--- src/rtl/frame_mode_sequencer.sv ---
// frame_mode_sequencer
//   Frame-synchronous mode controller for the capture-side filter datapath.
//   Debounces the user mode request and applies a new mode only between frames.
//   On a switch it flushes the convolution line buffers, and after a switch into
//   convolution mode it masks valid until the buffers hold PRIME_LINES lines.
//   Optional build macro MODE_SEQ_STATS_EN: when defined, oSWITCH_CNT counts
//   applied switches and saturates at 8'hFF. When undefined, oSWITCH_CNT is 8'h00.
module frame_mode_sequencer #(
  parameter int DEBOUNCE_CYC = 1024,
  parameter int FLUSH_CYC    = 4,
  parameter int PRIME_LINES  = 2
) (
  input  logic       iCLK,
  input  logic       iRST,
  input  logic [1:0] iMODE_REQ,
  input  logic       iFVAL,
  input  logic       iLVAL,
  input  logic       iDVAL_RAW,
  input  logic       iDVAL_CONV,
  output logic       oFILTER_TYPE,
  output logic       oSEL_CONV,
  output logic       oFLUSH,
  output logic       oVALID,
  output logic       oBUSY,
  output logic [7:0] oSWITCH_CNT
);

  localparam int DEB_W   = $clog2(DEBOUNCE_CYC + 1);
  localparam int FLUSH_W = $clog2(FLUSH_CYC + 1);
  localparam int PRIME_W = $clog2(PRIME_LINES + 1);

  typedef enum logic [2:0] {
    ST_RUN      = 3'd0,
    ST_WAIT_EOF = 3'd1,
    ST_FLUSH    = 3'd2,
    ST_APPLY    = 3'd3,
    ST_WAIT_SOF = 3'd4,
    ST_PRIME    = 3'd5
  } state_t;

  state_t             state_r;
  state_t             state_s;
  logic [1:0]         mode_sync1_r;
  logic [1:0]         mode_sync2_r;
  logic [1:0]         mode_cand_r;
  logic [DEB_W-1:0]   deb_cnt_r;
  logic [1:0]         pending_r;
  logic [1:0]         active_r;
  logic               fval_r;
  logic               fval_d_r;
  logic               lval_r;
  logic               lval_d_r;
  logic [FLUSH_W-1:0] flush_cnt_r;
  logic [PRIME_W-1:0] prime_cnt_r;
  logic               fval_rise_s;
  logic               fval_fall_s;
  logic               lval_fall_s;
  logic               flush_done_s;
  logic               prime_done_s;

  // Two-flop synchroniser for the asynchronous mode switches
  always_ff @(posedge iCLK or posedge iRST) begin
    if (iRST) begin
      mode_sync1_r <= 2'b00;
      mode_sync2_r <= 2'b00;
    end else begin
      mode_sync1_r <= iMODE_REQ;
      mode_sync2_r <= mode_sync1_r;
    end
  end

  // Stability counter: pending takes the synchronised value once it has held long enough
  always_ff @(posedge iCLK or posedge iRST) begin
    if (iRST) begin
      mode_cand_r <= 2'b00;
      deb_cnt_r   <= '0;
      pending_r   <= 2'b00;
    end else if (mode_sync2_r != mode_cand_r) begin
      mode_cand_r <= mode_sync2_r;
      deb_cnt_r   <= '0;
    end else if (deb_cnt_r != DEB_W'(DEBOUNCE_CYC - 1)) begin
      deb_cnt_r   <= deb_cnt_r + DEB_W'(1);
    end else begin
      pending_r   <= mode_cand_r;
    end
  end

  // Registered copies of frame/line valid for edge detection
  always_ff @(posedge iCLK or posedge iRST) begin
    if (iRST) begin
      fval_r   <= 1'b0;
      fval_d_r <= 1'b0;
      lval_r   <= 1'b0;
      lval_d_r <= 1'b0;
    end else begin
      fval_r   <= iFVAL;
      fval_d_r <= fval_r;
      lval_r   <= iLVAL;
      lval_d_r <= lval_r;
    end
  end

  assign fval_rise_s  = fval_r & ~fval_d_r;
  assign fval_fall_s  = ~fval_r & fval_d_r;
  assign lval_fall_s  = ~lval_r & lval_d_r;
  assign flush_done_s = (flush_cnt_r == FLUSH_W'(FLUSH_CYC - 1));
  assign prime_done_s = lval_fall_s && (prime_cnt_r == PRIME_W'(PRIME_LINES - 1));

  // Flush duration counter, cleared whenever the FSM is outside FLUSH
  always_ff @(posedge iCLK or posedge iRST) begin
    if (iRST) begin
      flush_cnt_r <= '0;
    end else if (state_r == ST_FLUSH) begin
      flush_cnt_r <= flush_cnt_r + FLUSH_W'(1);
    end else begin
      flush_cnt_r <= '0;
    end
  end

  // Primed-line counter: counts line ends in PRIME, cleared on leaving PRIME
  always_ff @(posedge iCLK or posedge iRST) begin
    if (iRST) begin
      prime_cnt_r <= '0;
    end else if (state_r != ST_PRIME) begin
      prime_cnt_r <= '0;
    end else if (lval_fall_s) begin
      prime_cnt_r <= prime_cnt_r + PRIME_W'(1);
    end else begin
      prime_cnt_r <= prime_cnt_r;
    end
  end

  // Active mode only changes in APPLY, which is always between frames
  always_ff @(posedge iCLK or posedge iRST) begin
    if (iRST) begin
      active_r <= 2'b00;
    end else if (state_r == ST_APPLY) begin
      active_r <= pending_r;
    end else begin
      active_r <= active_r;
    end
  end

  // FSM state register
  always_ff @(posedge iCLK or posedge iRST) begin
    if (iRST) begin
      state_r <= ST_WAIT_SOF;
    end else begin
      state_r <= state_s;
    end
  end

  // FSM next-state logic
  always_comb begin
    state_s = state_r;
    case (state_r)
      ST_RUN: begin
        if (pending_r != active_r) state_s = ST_WAIT_EOF;
        else                       state_s = ST_RUN;
      end
      ST_WAIT_EOF: begin
        // Covers both the end of the current frame and an idle bus on entry
        if (!fval_r) state_s = ST_FLUSH;
        else         state_s = ST_WAIT_EOF;
      end
      ST_FLUSH: begin
        if (flush_done_s) state_s = ST_APPLY;
        else              state_s = ST_FLUSH;
      end
      ST_APPLY: begin
        state_s = ST_WAIT_SOF;
      end
      ST_WAIT_SOF: begin
        if (fval_rise_s) state_s = active_r[1] ? ST_PRIME : ST_RUN;
        else             state_s = ST_WAIT_SOF;
      end
      ST_PRIME: begin
        if (fval_fall_s)       state_s = ST_WAIT_SOF;
        else if (prime_done_s) state_s = ST_RUN;
        else                   state_s = ST_PRIME;
      end
      default: begin
        state_s = ST_WAIT_SOF;
      end
    endcase
  end

  // FSM outputs: valid gate (zero latency), flush strobe, busy flag
  always_comb begin
    oVALID = 1'b0;
    oFLUSH = 1'b0;
    oBUSY  = 1'b1;
    case (state_r)
      ST_RUN: begin
        oVALID = active_r[1] ? iDVAL_CONV : iDVAL_RAW;
        oBUSY  = 1'b0;
      end
      ST_WAIT_EOF: begin
        oVALID = active_r[1] ? iDVAL_CONV : iDVAL_RAW;
      end
      ST_FLUSH: begin
        oFLUSH = 1'b1;
      end
      default: begin
        oVALID = 1'b0;
      end
    endcase
  end

  assign oFILTER_TYPE = active_r[0];
  assign oSEL_CONV    = active_r[1];

`ifdef MODE_SEQ_STATS_EN
  logic [7:0] switch_cnt_r;

  // Saturating count of applied mode switches
  always_ff @(posedge iCLK or posedge iRST) begin
    if (iRST) begin
      switch_cnt_r <= 8'h00;
    end else if ((state_r == ST_APPLY) && (switch_cnt_r != 8'hFF)) begin
      switch_cnt_r <= switch_cnt_r + 8'd1;
    end else begin
      switch_cnt_r <= switch_cnt_r;
    end
  end

  assign oSWITCH_CNT = switch_cnt_r;
`else
  assign oSWITCH_CNT = 8'h00;
`endif

endmodule

--- config.mk ---
export PLATFORM = sky130hd
export DESIGN_NAME = frame_mode_sequencer
export DESIGN_NICKNAME = d
export VERILOG_FILES = /design/src/rtl/frame_mode_sequencer.sv
export SDC_FILE = /design/constraint.sdc
export NUM_CORES = 1
export LEC_CHECK = 0
export BUFFER_PORTS_ARGS = -buffer_cell sky130_fd_sc_hd__buf_2
export CORE_MARGIN = 4
export CORE_UTILIZATION = 63
export CTS_BUF_LIST = sky130_fd_sc_hd__clkbuf_4
export DETAILED_ROUTE_END_ITERATION = 10
export GPL_TIMING_DRIVEN = 0
export PLACE_DENSITY = 0.85
export SLEW_MARGIN = 15
export SYNTH_ARGS = -nofsm -noshare
export SYNTH_HDL_FRONTEND = slang
export SYNTH_SLANG_ARGS = --single-unit
export TNS_END_PERCENT = 50
--- constraint.sdc ---
create_clock -name iCLK -period 3 [get_ports iCLK]
set_clock_uncertainty 0.05 [all_clocks]
set_input_delay 0.15 -clock iCLK [delete_from_list [all_inputs] [get_ports iCLK]]
set_output_delay 0.15 -clock iCLK [all_outputs]
set_load 0.02 [all_outputs]
# --- Word level (Yosys, flattened, before mapping) ---
# Index checks and enable logic that the tools add are counted.
word_totals:
  ff_bits: 33
  in_bits: 8
  out_inout_bits: 13
  word_cells: 58
classes:
  addsub: 3
  n_eq_ne: 11
  n_mux: 17
  n_bitwise: 8
  reduce_logical: 6
op_table:
  columns: ["cell", "count"]
  rows:
  - ["11-bit 2-to-1 mux", 2]
  - ["3-bit 2-to-1 mux", 5]
  - ["3-bit case mux with 5 select lines", 1]
  - ["11-bit by 1-bit adder with 11-bit output (second input constant)", 1]
  - ["11-bit by 10-bit inequality test with 1-bit output (second input constant)", 1]
  - ["3-bit by 2-bit == test with 1-bit output (second input constant)", 3]
  - ["3-bit == test (second input constant)", 2]
  - ["1-bit 2-to-1 mux", 6]
  - ["2-bit 2-to-1 mux", 3]
  - ["1-bit NOT", 5]
  - ["2-bit inequality test", 2]
  - ["2-bit nonzero test", 2]
  - ["3-bit by 1-bit adder with 3-bit output (second input constant)", 1]
  - ["1-bit AND", 3]
  - ["3-bit by 1-bit == test with 1-bit output (second input constant)", 1]
  - ["3-bit logical NOT", 1]
  - ["3-bit inequality test (second input constant)", 1]
  - ["2-bit by 1-bit adder with 2-bit output (second input constant)", 1]
  - ["2-bit by 1-bit == test with 1-bit output (second input constant)", 1]
  - ["2-bit AND reduction", 1]
  - ["2-bit OR reduction", 1]
  - ["1-bit logical AND", 1]

# --- Depth between registers and ports, before layout ---
logic_depth:
  ltp_word: 6
  depth_mapped: 6

# --- Worst setup path after synthesis ---
# OpenSTA, ideal clock, no wires.
synth_path:
  path_type: "register to register"
  start: "register deb_cnt_r[0]"
  end: "register pending_r[0]"
  arrival_time_ns: 1.390
  required_time_ns: 2.823
  path_slack_ns: 1.433
  path_stages_with_launch: 6
  n_path_buf: 0
  synth_period_minus_slack_ns: 1.567
  path_cell_list: "dfrtp_1 > ha_1 > nand3_1 > nor3_4 > nand3_2 > mux2_1"
synth_between:
  elab_chain_len: 3
synth_lines:
  columns: ["item", "line_no", "source"]
  rows:
  - ["start: declaration", "46", "logic [DEB_W-1:0] deb_cnt_r;"]
  - ["start signal: assignment", "82", "deb_cnt_r <= deb_cnt_r + DEB_W'(1);"]
  - ["11-bit by 10-bit inequality test with 1-bit output", "81", "end else if (deb_cnt_r != DEB_W'(DEBOUNCE_CYC - 1)) begin"]
  - ["1-bit NOT (no line)", null, null]
  - ["2-bit AND reduction (no line)", null, null]
  - ["end signal: assignment", "84", "pending_r <= mode_cand_r;"]
  - ["end: declaration", "47", "logic [1:0] pending_r;"]
# No other way between the ends.
# A chain may end at the register's enable or synchronous reset.

# --- Final worst setup path ---
layout_path:
  start: "register deb_cnt_r[0]"
  end: "register pending_r[1]"
# Same word-level chain as after synthesis.

==> tab_implementation.tex <==
\begin{tabular}{lr}
\hline
Metric & Value \\
\hline
\multicolumn{2}{l}{\textbf{Floorplan}} \\
\quad Die Footprint & between 3000 and 4000 um\^{}2 \\
\quad Boundary pin count & 21 \\
\quad Floorplan Core Area & 2297 um\^{}2 \\
\quad Vert. Die Dim & 57.91 um \\
\quad Number of rows created at floorplan & 17 \\
\quad Initial core utilization & about two thirds \\
\quad Die Width & 57.91 um \\
\multicolumn{2}{l}{\textbf{Min path}} \\
\quad Critical hold path startpoint & mode\_sync1\_r[0] \\
\quad Worst min path class & flop to flop \\
\quad Number of cells on the worst hold path & 0 \\
\quad End of the worst hold path & mode\_sync2\_r[0] \\
\multicolumn{2}{l}{\textbf{Clock network}} \\
\quad Clock sink total & 33 \\
\quad Resize count post-CTS & 0 \\
\quad Root cell of the clock tree & sky130\_fd\_sc\_hd\_\_clkbuf\_4 \\
\quad Clock network latency to the later pin of the worst-skew pair & about 340 ps \\
\quad H-tree lvl count & 2 \\
\quad Number of buffers inserted by post-CTS setup repair & 0 \\
\quad Cts bufs inserted & 5 \\
\quad Clock-pin slew of the registers on the worst-case setup and hold paths & between 100 and 150 ps \\
\quad CTS Hold Bufs & 4 \\
\quad Max clock buf depth & 2 \\
\quad Clock tree from TritonCTS & built \\
\multicolumn{2}{l}{\textbf{Worst setup path}} \\
\quad Critical path capture point type & flop \\
\quad Buffering stage count on the worst path with inverters included & 0 \\
\quad CP Class & flop to flop \\
\quad Crit path DAT & about 2000 ps \\
\quad Reg-to-reg slack, setup & 1200 ps \\
\quad Number of stages on the worst setup path & 5 \\
\quad Worst-path cell with the longest stage delay & sky130\_fd\_sc\_hd\_\_dfrtp\_1 \\
\quad Maximum fanout encountered on the critical timing path & 6 \\
\quad R2R Path Start & deb\_cnt\_r[0] \\
\quad Cells along the critical path & ha\_1 > nand3\_1 > nor3\_4 > nand3\_2 > mux2\_1 \\
\quad Kind of cell adding the most delay to the critical path & simple AND/OR/NAND/NOR gates \\
\quad Critical path data required time & 3170 ps \\
\quad Largest incremental delay on the critical path & 400 ps \\
\quad Sort of element at the start of the critical path & flop \\
\quad Reg2reg end & pending\_r[1] \\
\quad Number of cells traversed by the worst register-to-register path & 5 \\
\multicolumn{2}{l}{\textbf{Timing}} \\
\quad Achievable clock frequency & between 0.5 and 0.6 GHz \\
\quad Final number of setup-violating endpoints & 0 \\
\quad Unrepaired setup endpoints after global routing & no \\
\quad Final TNS setup & 0 ps \\
\quad Worst Max-Slew Pin Slew & 663.3 ps \\
\quad Hold violation count in the final report & 0 \\
\quad Slew Limit Headroom & a little under three fifths \\
\quad Count of pins over their slew limit & 0 \\
\quad Time the worst path needs with I/O delays and setup & 1801 ps \\
\quad Ratio of final minimum period to clock period & around three fifths \\
\multicolumn{2}{l}{\textbf{Routing}} \\
\quad DRC & 0 \\
\quad Total routed wire length on the met1 layer & $\sim$1.2 mm \\
\quad Total length of routed met2 wires & 1.536 mm \\
\quad Routed length on met3 & $\sim$180 um \\
\quad Drt first-iter violations & 34 \\
\quad Via count & between 1k and 1.5k \\
\quad Post-detailed-route via-to-cell ratio & approximately 5.5 \\
\quad ANT nets after route & 0 \\
\quad Top layer reached by signal wires & met4 \\
\quad Total wire length after detailed routing & slightly below 3 mm \\
\quad Average wire per standard cell & 14.48 um \\
\quad First-pass iteration count of the detailed router & 4 \\
\multicolumn{2}{l}{\textbf{Placed design}} \\
\quad Placer Congestion & $\sim$0.77 \\
\quad Dpl cells & between 150 and 200 \\
\quad Number of port buffers & 12 \\
\quad Dpl hpwl & between 1.5 and 2 mm \\
\multicolumn{2}{l}{\textbf{Layout}} \\
\quad Post-layout instance count excluding filler cells & 206 \\
\quad Most frequent cells in the layout & sky130\_fd\_sc\_hd\_\_dfrtp\_1 (32), sky130\_fd\_sc\_hd\_\_nor2\_1 (22), sky130\_fd\_sc\_hd\_\_buf\_2 (12) \\
\quad Post-layout util & 80.23\% \\
\quad Area Overhead vs Synth & 17.46\% \\
\quad Proportion of layout cells with a drive suffix above 1 & 20.79\% \\
\quad Leading cell type in the layout, fill and taps excluded & sky130\_fd\_sc\_hd\_\_dfrtp\_1 \\
\quad Net count, final & around 190 \\
\quad Number of antenna cells inserted & 0 \\
\multicolumn{2}{l}{\textbf{Synthesis}} \\
\quad Synth Register Bits & 33 \\
\quad Post-synthesis area per instance & about 11 um\^{}2 \\
\quad Post-synth design cell area & 1569 um\^{}2 \\
\quad FFs w/ async S/R, synth & 100.0\% \\
\quad Number of enable flip-flop cells after synthesis & 0 \\
\quad Number of warnings printed during yosys synthesis & 0 \\
\quad Main flop type after synthesis & sky130\_fd\_sc\_hd\_\_dfrtp\_1 \\
\quad Fraction of the yosys area taken by sequential cells & 52.71\% \\
\quad Number of cells produced by synthesis & 146 \\
\quad Yosys cell types & 42 \\
\multicolumn{2}{l}{\textbf{Power and ir drop}} \\
\quad Clock Power Share & 44.4\% \\
\quad Share of total power in sequential cells & between 40\% and 50\% \\
\quad Int Power & 0.7356 mW \\
\quad Switching power share of the total & between 20\% and 30\% \\
\quad Reported net switching power & 0.1949 mW \\
\quad Leakage power & 0.9088 nW \\
\quad Power density over the cells & between 500 and 600 nW/um\^{}2 \\
\quad Share of power burned in combinational logic & 6.1\% \\
\quad Worst VDD drop & between 0.5 and 0.6 mV \\
\multicolumn{2}{l}{\textbf{Global routing}} \\
\quad GR Util All Layers & between 20\% and 30\% \\
\quad Initial antenna violation count & 0 \\
\quad Largest net degree at the start of global routing & 34 \\
\quad Global-route wire length before repair & approximately 5.2 mm \\
\quad Number of global-route vias before repair & about 1.1k \\
\quad Gr ovfl total & 0 \\
\multicolumn{2}{l}{\textbf{Job}} \\
\quad Max\_cap viols & 0 \\
\multicolumn{2}{l}{\textbf{Outcome}} \\
\quad Status & finished, final reports clean \\
\hline
\end{tabular}
[area by class of cell]
type | count | area (um^2)
flip-flops and latches | 33 | 827.0
multi-input cells | 102 | 670.6
fillers | 152 | 454.2
repair buffers | 17 | 110.1
plain buffers | 12 | 75.07
clock inverters | 3 | 65.06
clock buffers | 5 | 37.54
well taps | 28 | 35.03
inverters | 6 | 22.52
[state kept, by name, indices dropped and copies added, names as in the netlist]
| register | flops |
|---|---|
| active_r | 2 |
| mode_sync2_r | 2 |
| fval_d_r | 1 |
| fval_r | 1 |
| lval_d_r | 1 |
| pending_r | 2 |
| deb_cnt_r | 11 |
| lval_r | 1 |
| flush_cnt_r | 3 |
| state_r | 3 |
| prime_cnt_r | 2 |
| mode_cand_r | 2 |
| mode_sync1_r | 2 |
[kinds of logic (layout without fill, tap and decap cells)]
logic type      count (synthesis)  after routing  share of synthesized area, %
simple gates                   60             60                         21.21
xor+xnor                        9              9                         5.503
fa+ha+maj                       4              4                         3.190
flops                          33             33                         52.71
buf+inv                        18             43                         6.220
other cells                     1              8                        0.2390
compound gates                 13             13                         5.503
mux                             8              8                         5.423
[Yosys cell counts, drive strengths merged, types with 3 or more instances]
library cell,number,area [um^2]
a31oi,3,18.77
buf,8,60.06
clkbuf,4,15.01
dfrtp,32,800.8
ha,4,50.05
inv,6,22.52
mux2,4,45.04
mux2i,4,40.04
nand2,8,30.03
nand2b,4,25.02
nand3,5,30.03
nor2,22,82.58
nor3,7,46.30
o21ai,3,15.01
xnor2,4,42.55
xor2,5,43.79
[worst max-delay path by stage]
| stage | startpoint | endpoint |
|---|---|---|
| 3_5_place_dp | deb_cnt_r[0] | pending_r[0] |
| 3_3_place_gp | deb_cnt_r[0] | pending_r[1] |
| 5_1_grt | state_r[0] | oFLUSH |
| 2_1_floorplan | deb_cnt_r[0] | pending_r[0] |
| 4_1_cts | state_r[0] | oFLUSH |
| 6_report | deb_cnt_r[0] | pending_r[1] |
[routing by layer]
layer | GRT usage, % | vias to the layer above
met5 | 0 | -
met3 | 7.127 | 11
met1 | 24.12 | 532
met4 | 10.93 | 0
met2 | 35.48 | 41
li1 | - | 548
[through the flow]
stage | power [mW] | setup WS (ps) | cell area [um^2] | hold slack, ps
global placement | 0.5190 | 1316 | 1690 | 207.8
finish | 0.9304 | 1199 | 1843 | 317.2
global route | 0.9687 | 1089 | 1843 | 322.5
detailed placement | 0.5208 | 1259 | 1690 | 210.3
floorplan | 0.5091 | 1433 | 1595 | 131.4
CTS | 0.9339 | 1211 | 1833 | 89.32
[power groups by stage]
stage | Combinational [mW] | Clock [mW] | Sequential, mW
after floorplan | 0.0410 | 0 | 0.468
after global placement | 0.0498 | 0 | 0.469
after detailed placement | 0.0507 | 0 | 0.470
after CTS | 0.0548 | 0.418 | 0.461
after global routing | 0.0626 | 0.443 | 0.463
final | 0.0564 | 0.413 | 0.461
[worst reg2reg max path, stage by stage (launching register included)]
cell	delay, ps
sky130_fd_sc_hd__dfrtp_1	400
sky130_fd_sc_hd__ha_1	280
sky130_fd_sc_hd__nand3_1	210
sky130_fd_sc_hd__nor3_4	280
sky130_fd_sc_hd__nand3_2	130
sky130_fd_sc_hd__mux2_1	320
(Power assumes the default switching activity.)
